==> config.mk <==
export PLATFORM = sky130hd
export DESIGN_NAME = atm_session_ctrl_flat
export DESIGN_NICKNAME = d
export VERILOG_FILES = /design/src/rtl/atm_pkg.sv /design/src/rtl/atm_session_ctrl_if.sv /design/src/rtl/atm_acct_bank.sv /design/src/rtl/atm_session_ctrl.sv /design/src/flat_wrapper.sv
export SDC_FILE = /design/constraint.sdc
export NUM_CORES = 1
export LEC_CHECK = 0
export ABC_AREA = 1
export BUFFER_PORTS_ARGS = -buffer_cell sky130_fd_sc_hd__buf_4
export CORE_ASPECT_RATIO = 1.75
export CORE_MARGIN = 8
export CORE_UTILIZATION = 54
export CTS_CLUSTER_DIAMETER = 40
export DETAILED_ROUTE_END_ITERATION = 6
export GPL_TIMING_DRIVEN = 0
export MAX_ROUTING_LAYER = met4
export PLACE_DENSITY_LB_ADDON = 0.25
export SYNTH_ARGS = -nofsm -noshare
export SYNTH_HDL_FRONTEND = slang
export SYNTH_HIERARCHICAL = 1
export SYNTH_SLANG_ARGS = --single-unit
==> constraint.sdc <==
create_clock -name clk -period 3.3 [get_ports clk]
set_clock_uncertainty 0.2 [all_clocks]
set_input_delay 0.33 -clock clk [delete_from_list [all_inputs] [get_ports clk]]
set_output_delay 0.33 -clock clk [all_outputs]
set_load 0.02 [all_outputs]
==> src/rtl/atm_pkg.sv <==
// atm_pkg: shared state encoding, menu codes and LED bit positions for the ATM session controller
package atm_pkg;
    typedef enum logic [3:0] {
        S_IDLE, S_CARD_CHECK, S_PIN, S_MENU, S_PREVIEW, S_AMOUNT, S_EXECUTE, S_SHOW, S_EXIT
    } state_t;
    localparam logic [2:0] M_BAL   = 3'd1;
    localparam logic [2:0] M_RAPID = 3'd2;
    localparam logic [2:0] M_WDRAW = 3'd3;
    localparam logic [2:0] M_DEP   = 3'd4;
    localparam logic [2:0] M_EXIT  = 3'd5;
    localparam int L_CARD_OK  = 0;
    localparam int L_CARD_BAD = 1;
    localparam int L_SHOW     = 2;
    localparam int L_PIN      = 3;
    localparam int L_WDRAW    = 4;
    localparam int L_DEP      = 5;
    localparam int L_LOCK     = 6;
    localparam int L_TMO      = 7;
    localparam int L_EXIT     = 8;
    localparam int L_FAIL     = 9;
    localparam int L_OK       = 10;
    function automatic logic legal_code(input logic [2:0] c);
        return c != 3'd0 && c <= M_EXIT;
    endfunction
endpackage

==> src/rtl/atm_session_ctrl_if.sv <==
// atm_session_ctrl_if: front-panel inputs and display/driver outputs of the ATM session controller
interface atm_session_ctrl_if #(
    parameter int BAL_W     = 8,
    parameter int AMT_W     = 4,
    parameter int NUM_ACCTS = 4,
    parameter int PIN_W     = 4
);
    logic [1:0]                     card_input;
    logic [$clog2(NUM_ACCTS)-1:0]   card_acct;
    logic [PIN_W-1:0]               pin_in;
    logic                           pin_enter;
    logic [2:0]                     menu_input;
    logic                           confirm_btn;
    logic [AMT_W-1:0]               amount;
    logic [BAL_W-1:0]               balance_out;
    logic [10:0]                    leds;
    logic [3:0]                     seg_value;
    logic                           beep;
    logic [NUM_ACCTS-1:0]           locked;
    modport master (
        output card_input, card_acct, pin_in, pin_enter, menu_input, confirm_btn, amount,
        input  balance_out, leds, seg_value, beep, locked
    );
    modport slave (
        input  card_input, card_acct, pin_in, pin_enter, menu_input, confirm_btn, amount,
        output balance_out, leds, seg_value, beep, locked
    );
endinterface

==> src/rtl/atm_acct_bank.sv <==
// atm_acct_bank: per-account balance registers and sticky lockout flags
module atm_acct_bank #(
    parameter int BAL_W     = 8,
    parameter int NUM_ACCTS = 4,
    parameter int INIT_BAL  = 0
) (
    input  logic                           clk,
    input  logic                           rst_n,
    input  logic [$clog2(NUM_ACCTS)-1:0]   rd_addr,
    output logic [BAL_W-1:0]               rd_data,
    input  logic                           wr_en,
    input  logic [$clog2(NUM_ACCTS)-1:0]   wr_addr,
    input  logic [BAL_W-1:0]               wr_data,
    input  logic                           lock_en,
    input  logic [$clog2(NUM_ACCTS)-1:0]   lock_addr,
    output logic [NUM_ACCTS-1:0]           locked
);
    logic [NUM_ACCTS-1:0][BAL_W-1:0] bal_q;
    // balances take write-port updates; lock flags only ever set until reset
    always_ff @(posedge clk or negedge rst_n)
        if (!rst_n) begin
            bal_q  <= {NUM_ACCTS{BAL_W'(INIT_BAL)}};
            locked <= '0;
        end else begin
            if (wr_en) bal_q[wr_addr] <= wr_data;
            if (lock_en) locked[lock_addr] <= 1'b1;
        end
    assign rd_data = bal_q[rd_addr];
endmodule

==> src/rtl/atm_session_ctrl.sv <==
// atm_session_ctrl: multi-account ATM session FSM with PIN lockout, safe arithmetic and idle timeout
module atm_session_ctrl import atm_pkg::*; #(
    parameter int              BAL_W       = 8,
    parameter int              AMT_W       = 4,
    parameter int              NUM_ACCTS   = 4,
    parameter int              PIN_W       = 4,
    parameter logic [PIN_W-1:0] DEFAULT_PIN = 'h5,
    parameter int              INIT_BAL    = 0,
    parameter int              RAPID_AMT   = 5,
    parameter int              MAX_TRIES   = 3,
    parameter int              TIMEOUT_CYC = 1000
) (
    input logic               clk,
    input logic               rst_n,
    atm_session_ctrl_if.slave bus
);
    localparam int ACCT_W = $clog2(NUM_ACCTS);
    localparam int TRY_W  = $clog2(MAX_TRIES + 1);
    localparam int TMO_W  = $clog2(TIMEOUT_CYC + 1);
    state_t              state_q, state_d;
    logic [ACCT_W-1:0]   acct_q;
    logic [2:0]          mode_q, mode_d;
    logic [AMT_W-1:0]    amt_q, amt_d;
    logic [TRY_W-1:0]    tries_q, tries_d;
    logic [TMO_W-1:0]    tmo_q;
    logic [10:0]         leds_d, leds_q;
    logic                beep_d, beep_q;
    logic [3:0]          seg_q;
    logic [BAL_W-1:0]    bal_out_q, rd_bal, wr_data;
    logic [BAL_W:0]      sum;
    logic [NUM_ACCTS-1:0] locked;
    logic                wr_en, lock_en, ok, withdraw, expire;
    atm_acct_bank #(.BAL_W(BAL_W), .NUM_ACCTS(NUM_ACCTS), .INIT_BAL(INIT_BAL)) u_bank (
        .clk(clk), .rst_n(rst_n), .rd_addr(acct_q), .rd_data(rd_bal),
        .wr_en(wr_en), .wr_addr(acct_q), .wr_data(wr_data),
        .lock_en(lock_en), .lock_addr(acct_q), .locked(locked)
    );
    // next state, event LEDs and bank writes; card removal beats timeout beats normal flow
    always_comb begin
        state_d  = state_q;
        mode_d   = mode_q;
        amt_d    = amt_q;
        tries_d  = tries_q;
        leds_d   = '0;
        beep_d   = 1'b0;
        wr_en    = 1'b0;
        lock_en  = 1'b0;
        sum      = {1'b0, rd_bal} + (BAL_W + 1)'(amt_q);
        withdraw = mode_q != M_DEP;
        ok       = withdraw ? (BAL_W + 1)'(amt_q) <= {1'b0, rd_bal} : !sum[BAL_W];
        wr_data  = withdraw ? rd_bal - BAL_W'(amt_q) : sum[BAL_W-1:0];
        expire   = tmo_q == TMO_W'(TIMEOUT_CYC - 1) && !bus.pin_enter && !bus.confirm_btn;
        case (state_q)
            S_IDLE: state_d = bus.card_input != 2'b00 ? S_CARD_CHECK : S_IDLE;
            S_EXIT: begin
                state_d = S_IDLE;
                tries_d = '0;
                mode_d  = '0;
            end
            default:
                if (bus.card_input == 2'b00) state_d = S_EXIT;
                else if (expire) begin
                    state_d        = S_EXIT;
                    leds_d[L_TMO] = 1'b1;
                end else case (state_q)
                    S_CARD_CHECK:
                        if (bus.card_input == 2'b10 && !locked[acct_q]) begin
                            state_d            = S_PIN;
                            leds_d[L_CARD_OK] = 1'b1;
                            beep_d             = 1'b1;
                        end else begin
                            state_d             = S_EXIT;
                            leds_d[L_CARD_BAD] = 1'b1;
                        end
                    S_PIN:
                        if (bus.pin_enter) begin
                            if (bus.pin_in == DEFAULT_PIN) begin
                                state_d = S_MENU;
                                tries_d = '0;
                            end else begin
                                tries_d = tries_q + 1'b1;
                                beep_d  = 1'b1;
                                if (tries_d == TRY_W'(MAX_TRIES)) begin
                                    state_d         = S_EXIT;
                                    lock_en         = 1'b1;
                                    leds_d[L_LOCK] = 1'b1;
                                end else leds_d[L_FAIL] = 1'b1;
                            end
                        end
                    S_MENU:
                        if (legal_code(bus.menu_input)) begin
                            state_d = S_PREVIEW;
                            mode_d  = bus.menu_input;
                        end
                    S_PREVIEW:
                        if (bus.confirm_btn) begin
                            state_d = mode_q == M_BAL ? S_SHOW :
                                      mode_q == M_RAPID ? S_EXECUTE :
                                      mode_q == M_EXIT ? S_EXIT : S_AMOUNT;
                            amt_d   = AMT_W'(RAPID_AMT);
                        end else if (legal_code(bus.menu_input)) mode_d = bus.menu_input;
                    S_AMOUNT:
                        if (bus.confirm_btn) begin
                            state_d = S_EXECUTE;
                            amt_d   = bus.amount;
                        end
                    S_EXECUTE: begin
                        state_d             = S_MENU;
                        wr_en               = ok;
                        beep_d              = 1'b1;
                        leds_d[ok ? L_OK : L_FAIL] = 1'b1;
                    end
                    S_SHOW: state_d = bus.confirm_btn ? S_MENU : S_SHOW;
                    default: state_d = S_EXIT;
                endcase
        endcase
        leds_d[L_PIN]   = state_d == S_PIN;
        leds_d[L_SHOW]  = state_d == S_SHOW;
        leds_d[L_WDRAW] = state_d == S_AMOUNT && mode_d == M_WDRAW;
        leds_d[L_DEP]   = state_d == S_AMOUNT && mode_d == M_DEP;
        leds_d[L_EXIT]  = state_d == S_EXIT;
        beep_d          = beep_d | (state_d == S_EXIT);
    end
    // state, session context, idle counter and registered outputs
    always_ff @(posedge clk or negedge rst_n)
        if (!rst_n) begin
            state_q   <= S_IDLE;
            acct_q    <= '0;
            mode_q    <= '0;
            amt_q     <= '0;
            tries_q   <= '0;
            tmo_q     <= '0;
            leds_q    <= '0;
            beep_q    <= 1'b0;
            seg_q     <= '0;
            bal_out_q <= '0;
        end else begin
            state_q   <= state_d;
            acct_q    <= state_q == S_IDLE ? bus.card_acct : acct_q;
            mode_q    <= mode_d;
            amt_q     <= amt_d;
            tries_q   <= tries_d;
            tmo_q     <= (state_d != state_q || bus.pin_enter || bus.confirm_btn ||
                          state_q == S_IDLE || state_q == S_EXIT) ? '0 : tmo_q + 1'b1;
            leds_q    <= leds_d;
            beep_q    <= beep_d;
            seg_q     <= state_d == S_PREVIEW ? {1'b0, mode_d} : 4'd0;
            bal_out_q <= state_d == S_SHOW ? rd_bal : '0;
        end
    assign bus.leds        = leds_q;
    assign bus.beep        = beep_q;
    assign bus.seg_value   = seg_q;
    assign bus.balance_out = bal_out_q;
    assign bus.locked      = locked;
endmodule

==> src/flat_wrapper.sv <==
// flat-port wrapper written by rule: the top's interface ports become plain ports
module atm_session_ctrl_flat import atm_pkg::*;
#(
    parameter int              BAL_W       = 8,
    parameter int              AMT_W       = 4,
    parameter int              NUM_ACCTS   = 4,
    parameter int              PIN_W       = 4,
    parameter logic [PIN_W-1:0] DEFAULT_PIN = 'h5,
    parameter int              INIT_BAL    = 0,
    parameter int              RAPID_AMT   = 5,
    parameter int              MAX_TRIES   = 3,
    parameter int              TIMEOUT_CYC = 1000
)
  (clk, rst_n, bus_card_input, bus_card_acct, bus_pin_in, bus_pin_enter, bus_menu_input, bus_confirm_btn, bus_amount, bus_balance_out, bus_leds, bus_seg_value, bus_beep, bus_locked);
  atm_session_ctrl_if #(.BAL_W(BAL_W), .AMT_W(AMT_W), .NUM_ACCTS(NUM_ACCTS), .PIN_W(PIN_W)) bus_i ();
  input logic clk;
  input logic rst_n;
  input wire logic [$bits(bus_i.card_input)-1:0] bus_card_input;
  input wire logic [$bits(bus_i.card_acct)-1:0] bus_card_acct;
  input wire logic [$bits(bus_i.pin_in)-1:0] bus_pin_in;
  input wire logic [$bits(bus_i.pin_enter)-1:0] bus_pin_enter;
  input wire logic [$bits(bus_i.menu_input)-1:0] bus_menu_input;
  input wire logic [$bits(bus_i.confirm_btn)-1:0] bus_confirm_btn;
  input wire logic [$bits(bus_i.amount)-1:0] bus_amount;
  output wire logic [$bits(bus_i.balance_out)-1:0] bus_balance_out;
  output wire logic [$bits(bus_i.leds)-1:0] bus_leds;
  output wire logic [$bits(bus_i.seg_value)-1:0] bus_seg_value;
  output wire logic [$bits(bus_i.beep)-1:0] bus_beep;
  output wire logic [$bits(bus_i.locked)-1:0] bus_locked;
  assign bus_i.card_input = bus_card_input;
  assign bus_i.card_acct = bus_card_acct;
  assign bus_i.pin_in = bus_pin_in;
  assign bus_i.pin_enter = bus_pin_enter;
  assign bus_i.menu_input = bus_menu_input;
  assign bus_i.confirm_btn = bus_confirm_btn;
  assign bus_i.amount = bus_amount;
  assign bus_balance_out = bus_i.balance_out;
  assign bus_leds = bus_i.leds;
  assign bus_seg_value = bus_i.seg_value;
  assign bus_beep = bus_i.beep;
  assign bus_locked = bus_i.locked;
  atm_session_ctrl #(.BAL_W(BAL_W), .AMT_W(AMT_W), .NUM_ACCTS(NUM_ACCTS), .PIN_W(PIN_W), .DEFAULT_PIN(DEFAULT_PIN), .INIT_BAL(INIT_BAL), .RAPID_AMT(RAPID_AMT), .MAX_TRIES(MAX_TRIES), .TIMEOUT_CYC(TIMEOUT_CYC)) u_core (.clk(clk), .rst_n(rst_n), .bus(bus_i));
endmodule
==> summary.md <==
| Metric | Value |
|---|---|
| CP arrival | 3.15 ns |
| Htree depth | 3 |
| Vias in the first global route | 4436 |
| Avg Cell Area, Syn | 7.793 sq um |
| Failing checks | hold timing |
| CTS hold repair buffers | 0 |
| Power Density | 759.2 nW/um^2 |
| Max FO, Critical Path | 10 |
| Count leader, synth | nand2_1 |
| Crit path kind | reg2reg |
| MaxCap Viol Count | 0 |
| Routed len/inst | 16.15 microns |
| Top-Level Pins | 47 |
| First-pass GRT wire length | 21370 microns |
| Starting DRC count in detailed routing | 216 |
| Drc violations | 0 |
| Height of the die | 142.2 microns |
| Simple-Gate Fraction of Synth Area | 0.3433 |
| Net count after synthesis | 662 |
| Tot Pwr | 4.443 mW |
| Post-DP HPWL | 9996 microns |
| CTS tree | built |
| Post-Route WL | 13260 microns |
| Largest net degree at the start of global routing | 85 |
| EDFF count, synth | 0 |
| Leading area contributor after synthesis | dfrtp_1 |
| Post-route insts no fill | 821 |
| Compound-Gate Fraction of Synth Area | 0.06641 |
| CP Launch Type | flip-flop |
| Synth top area cells | dfrtp_1 43%, nand2_1 13%, inv_1 7.2% |
| Core area | 8979 sq um |
| Worst-skew pair later-pin latency | 0.34 ns |
| Register bit total from synthesis | 84 |
| Gpl congestion | 1.008 |
| CP endpoint kind | flip-flop |
| Final antenna-violating net count | 0 |
| Gate Count Post-Synth | 631 |
| Buffers on Ports | 45 |
| Post-synthesis sequential area ratio | 0.4275 |
| Root Driver | clkbuf_16 |
| GR Util All Layers | 0.2302 |
| Initial antenna violation count | 0 |
| Inserted Clock Buffers | 9 |
| 1st-pass router iterations | 5 |
| Slew Viols, Final | 0 |
| FF-to-FF setup slack | 0.18 ns |
| Synth Area in Adders | 0.03359 |
| Status | finished, violations left |
| Final setup fails | 0 |
| Worst-case clock buffer depth | 2 |
| Share of cells above drive strength 1 | 0.2211 |
| Cell Rows | 46 |
| Area of the multi-input gates | 2359 sq um |
| Clk slew on worst S/H paths | 0.06 ns |
| Multiplexer share of the synthesized area | 0.002036 |
| Mapped cell area | 4917 sq um |
| Sink Count | 84 |
| Placed Cells | 796 |
| Ys Warns | 6 |
| CP Data Required Time | 3.33 ns |
| XOR/XNOR Fraction of Synth Area | 0.02137 |
| Synth unique cells | 42 |
| Fin. Hold Viols | 27 |
| P&R area growth vs syn | 19.01% |
| Die ar. | 12540 sq um |
| Fin nets | 727 |
| Post-synth top cells | 176 x nand2_1, 94 x inv_1, 84 x dfrtp_1 |
| Commonest register cell after synthesis | dfrtp_1 |
| Period utilisation layout | 0.9467 |
| Filler cells | 794 |
| Worst hold path class | in2async |
| Slew HR | 0.3061 |
| Remaining Overflow, GRT | 0 |
| Fin crit period | 3.124 ns |
| FF/Latch Area | 2105 sq um |
| Initial Util | 0.5477 |
| Hold Worst Slack | -0.04498 ns |
| Routed vias/inst | 5.347 |
| Chip width | 88.14 microns |
| Fmax | 320.1 MHz |
| Leak Pwr | 2.962 nW |
| Async SR Flop Fraction | 1.000 |
| Maximum vdd drop | 0.4147 mV |
| Worst slew pin tran | 1.041 ns |
| Number of diodes | 0 |
| Main combinational cell family by area after synthesis | simple AND/OR/NAND/NOR gates |
| Via count | 4390 |
| Share of the synthesized area in the top cell type | 0.4275 |
-- path summary, 6_finish.rpt --
check | startpoint | end | depth (start not counted)
max | u_core/acct_q[0] | u_core/u_bank/bal_q[15] | 18
min | rst_n | u_core/u_bank/bal_q[16] | 1
max reg2reg | u_core/acct_q[0] | u_core/u_bank/bal_q[15] | 18
min reg2reg | u_core/tmo_q[0] | u_core/tmo_q[0] | 1
max in group asynchronous | rst_n | u_core/acct_q[1] | 1
min in group clk | bus_card_acct[0] | u_core/acct_q[0] | 3
-- flip-flops by register name, summed over array words and instances (netlist names) --
name and flops:
u_core/state_q 4, u_core/u_bank/locked 4, u_core/amt_q 4, u_core/bus.beep 1, u_core/tries_q 2, u_core/tmo_q 10
u_core/bus.leds 11, u_core/acct_q 2, u_core/bus.seg_value 3, u_core/u_bank/bal_q 32, u_core/mode_q 3, u_core/bus.balance_out 8
-- kinds of logic (layout without fill, tap and decap cells) --
kind of cell / Yosys count / count (layout)
buffers and inverters: 119 / 189
other: 1 / 1
AO/OA/AOI/OAI: 52 / 52
AND/OR/NAND/NOR: 350 / 350
XOR/XNOR: 12 / 12
flip-flops: 84 / 84
multiplexers: 1 / 1
adder cells (fa/ha/maj): 12 / 12
-- layout by cell type, fill, tap and decap left out, drive strengths merged --
| cell | Yosys | final |
|---|---|---|
| or2 | 1 | 1 |
| nor3 | 14 | 14 |
| bufinv | 0 | 1 |
| o2111ai | 1 | 1 |
| mux2i | 1 | 1 |
| fa | 2 | 2 |
| nor4 | 2 | 2 |
| dfrtp | 84 | 84 |
| nand4 | 24 | 24 |
| clkbuf | 1 | 10 |
| o211ai | 1 | 1 |
| nor2 | 69 | 69 |
| ha | 10 | 10 |
| buf | 15 | 69 |
| inv | 103 | 107 |
| clkinvlp | 0 | 1 |
| a21oi | 11 | 11 |
| o41ai | 2 | 2 |
| xor2 | 9 | 9 |
| xnor2 | 3 | 3 |
| o21ai | 28 | 28 |
| nor3b | 1 | 1 |
| o32ai | 1 | 1 |
| clkinv | 0 | 1 |
| o21a | 1 | 1 |
| nand2 | 182 | 182 |
| conb | 1 | 1 |
| o22ai | 1 | 1 |
| o31ai | 1 | 1 |
| nand3 | 57 | 57 |
| o21bai | 5 | 5 |
-- critical path, cell delays in order (launching register included) --
cell     delay (ns)
dfrtp_2        0.42
inv_2          0.09
buf_4          0.18
nand2_1        0.06
nand3_1        0.08
nand2_2        0.09
inv_1          0.06
ha_1           0.22
fa_2           0.36
nor3_2         0.18
nor2_1         0.07
nand4_1        0.15
o32ai_4        0.14
nor2_2         0.16
buf_6          0.16
buf_4          0.13
nand3_4        0.11
nand2_1        0.10
nand2_1        0.05
-- metrics by stage --
| stage | setup TNS (ns) | cell area (sq um) | utilization | worst slack (ns) |
|---|---|---|---|---|
| after global placement | -9.267 | 5405 | 0.6020 | -0.3682 |
| after global routing | -0.001869 | 5852 | 0.6518 | -0.001008 |
| after floorplan | 0 | 4917 | - | 0.1809 |
| after detailed placement | -10.78 | 5405 | 0.6020 | -0.4179 |
| final | 0 | 5852 | 0.6518 | 0.1759 |
| after CTS | 0 | 5781 | 0.6438 | 0.008524 |
-- layout make-up --
cell class              count  area share
flip-flops and latches     84      0.3596
clock buffers               9     0.03849
inverters                 103     0.06692
plain buffers              14     0.02095
clock inverters             7     0.01390
well taps                 120     0.02566
repair buffers             56     0.07141
multi-input cells         428      0.4030
-- power by group --
| part | switching, mW | total [mW] | leakage (nW) | internal, mW |
|---|---|---|---|---|
| sequential | 0.0583 | 1.15 | 1.15 | 1.09 |
| clock | 0.433 | 1.03 | 0.147 | 0.598 |
| combinational | 1.60 | 2.26 | 1.67 | 0.665 |
| total | 2.09 | 4.44 | 2.96 | 2.35 |
-- metal layers --
metal	track usage	wire [microns]
met4	0.1238	723
met1	0.2082	4516
met5	-	0
met2	0.4331	7570
met3	0.03991	448
-- repair_timing --
| action | 4_1_cts | 5_1_grt |
|---|---|---|
| buffers inserted | 8 | 3 |
| pin swaps | 2 | 3 |
| setup endpoints to repair | 32 | 32 |
| gates resized for setup | 5 | 15 |
(Power assumes the default switching activity.)
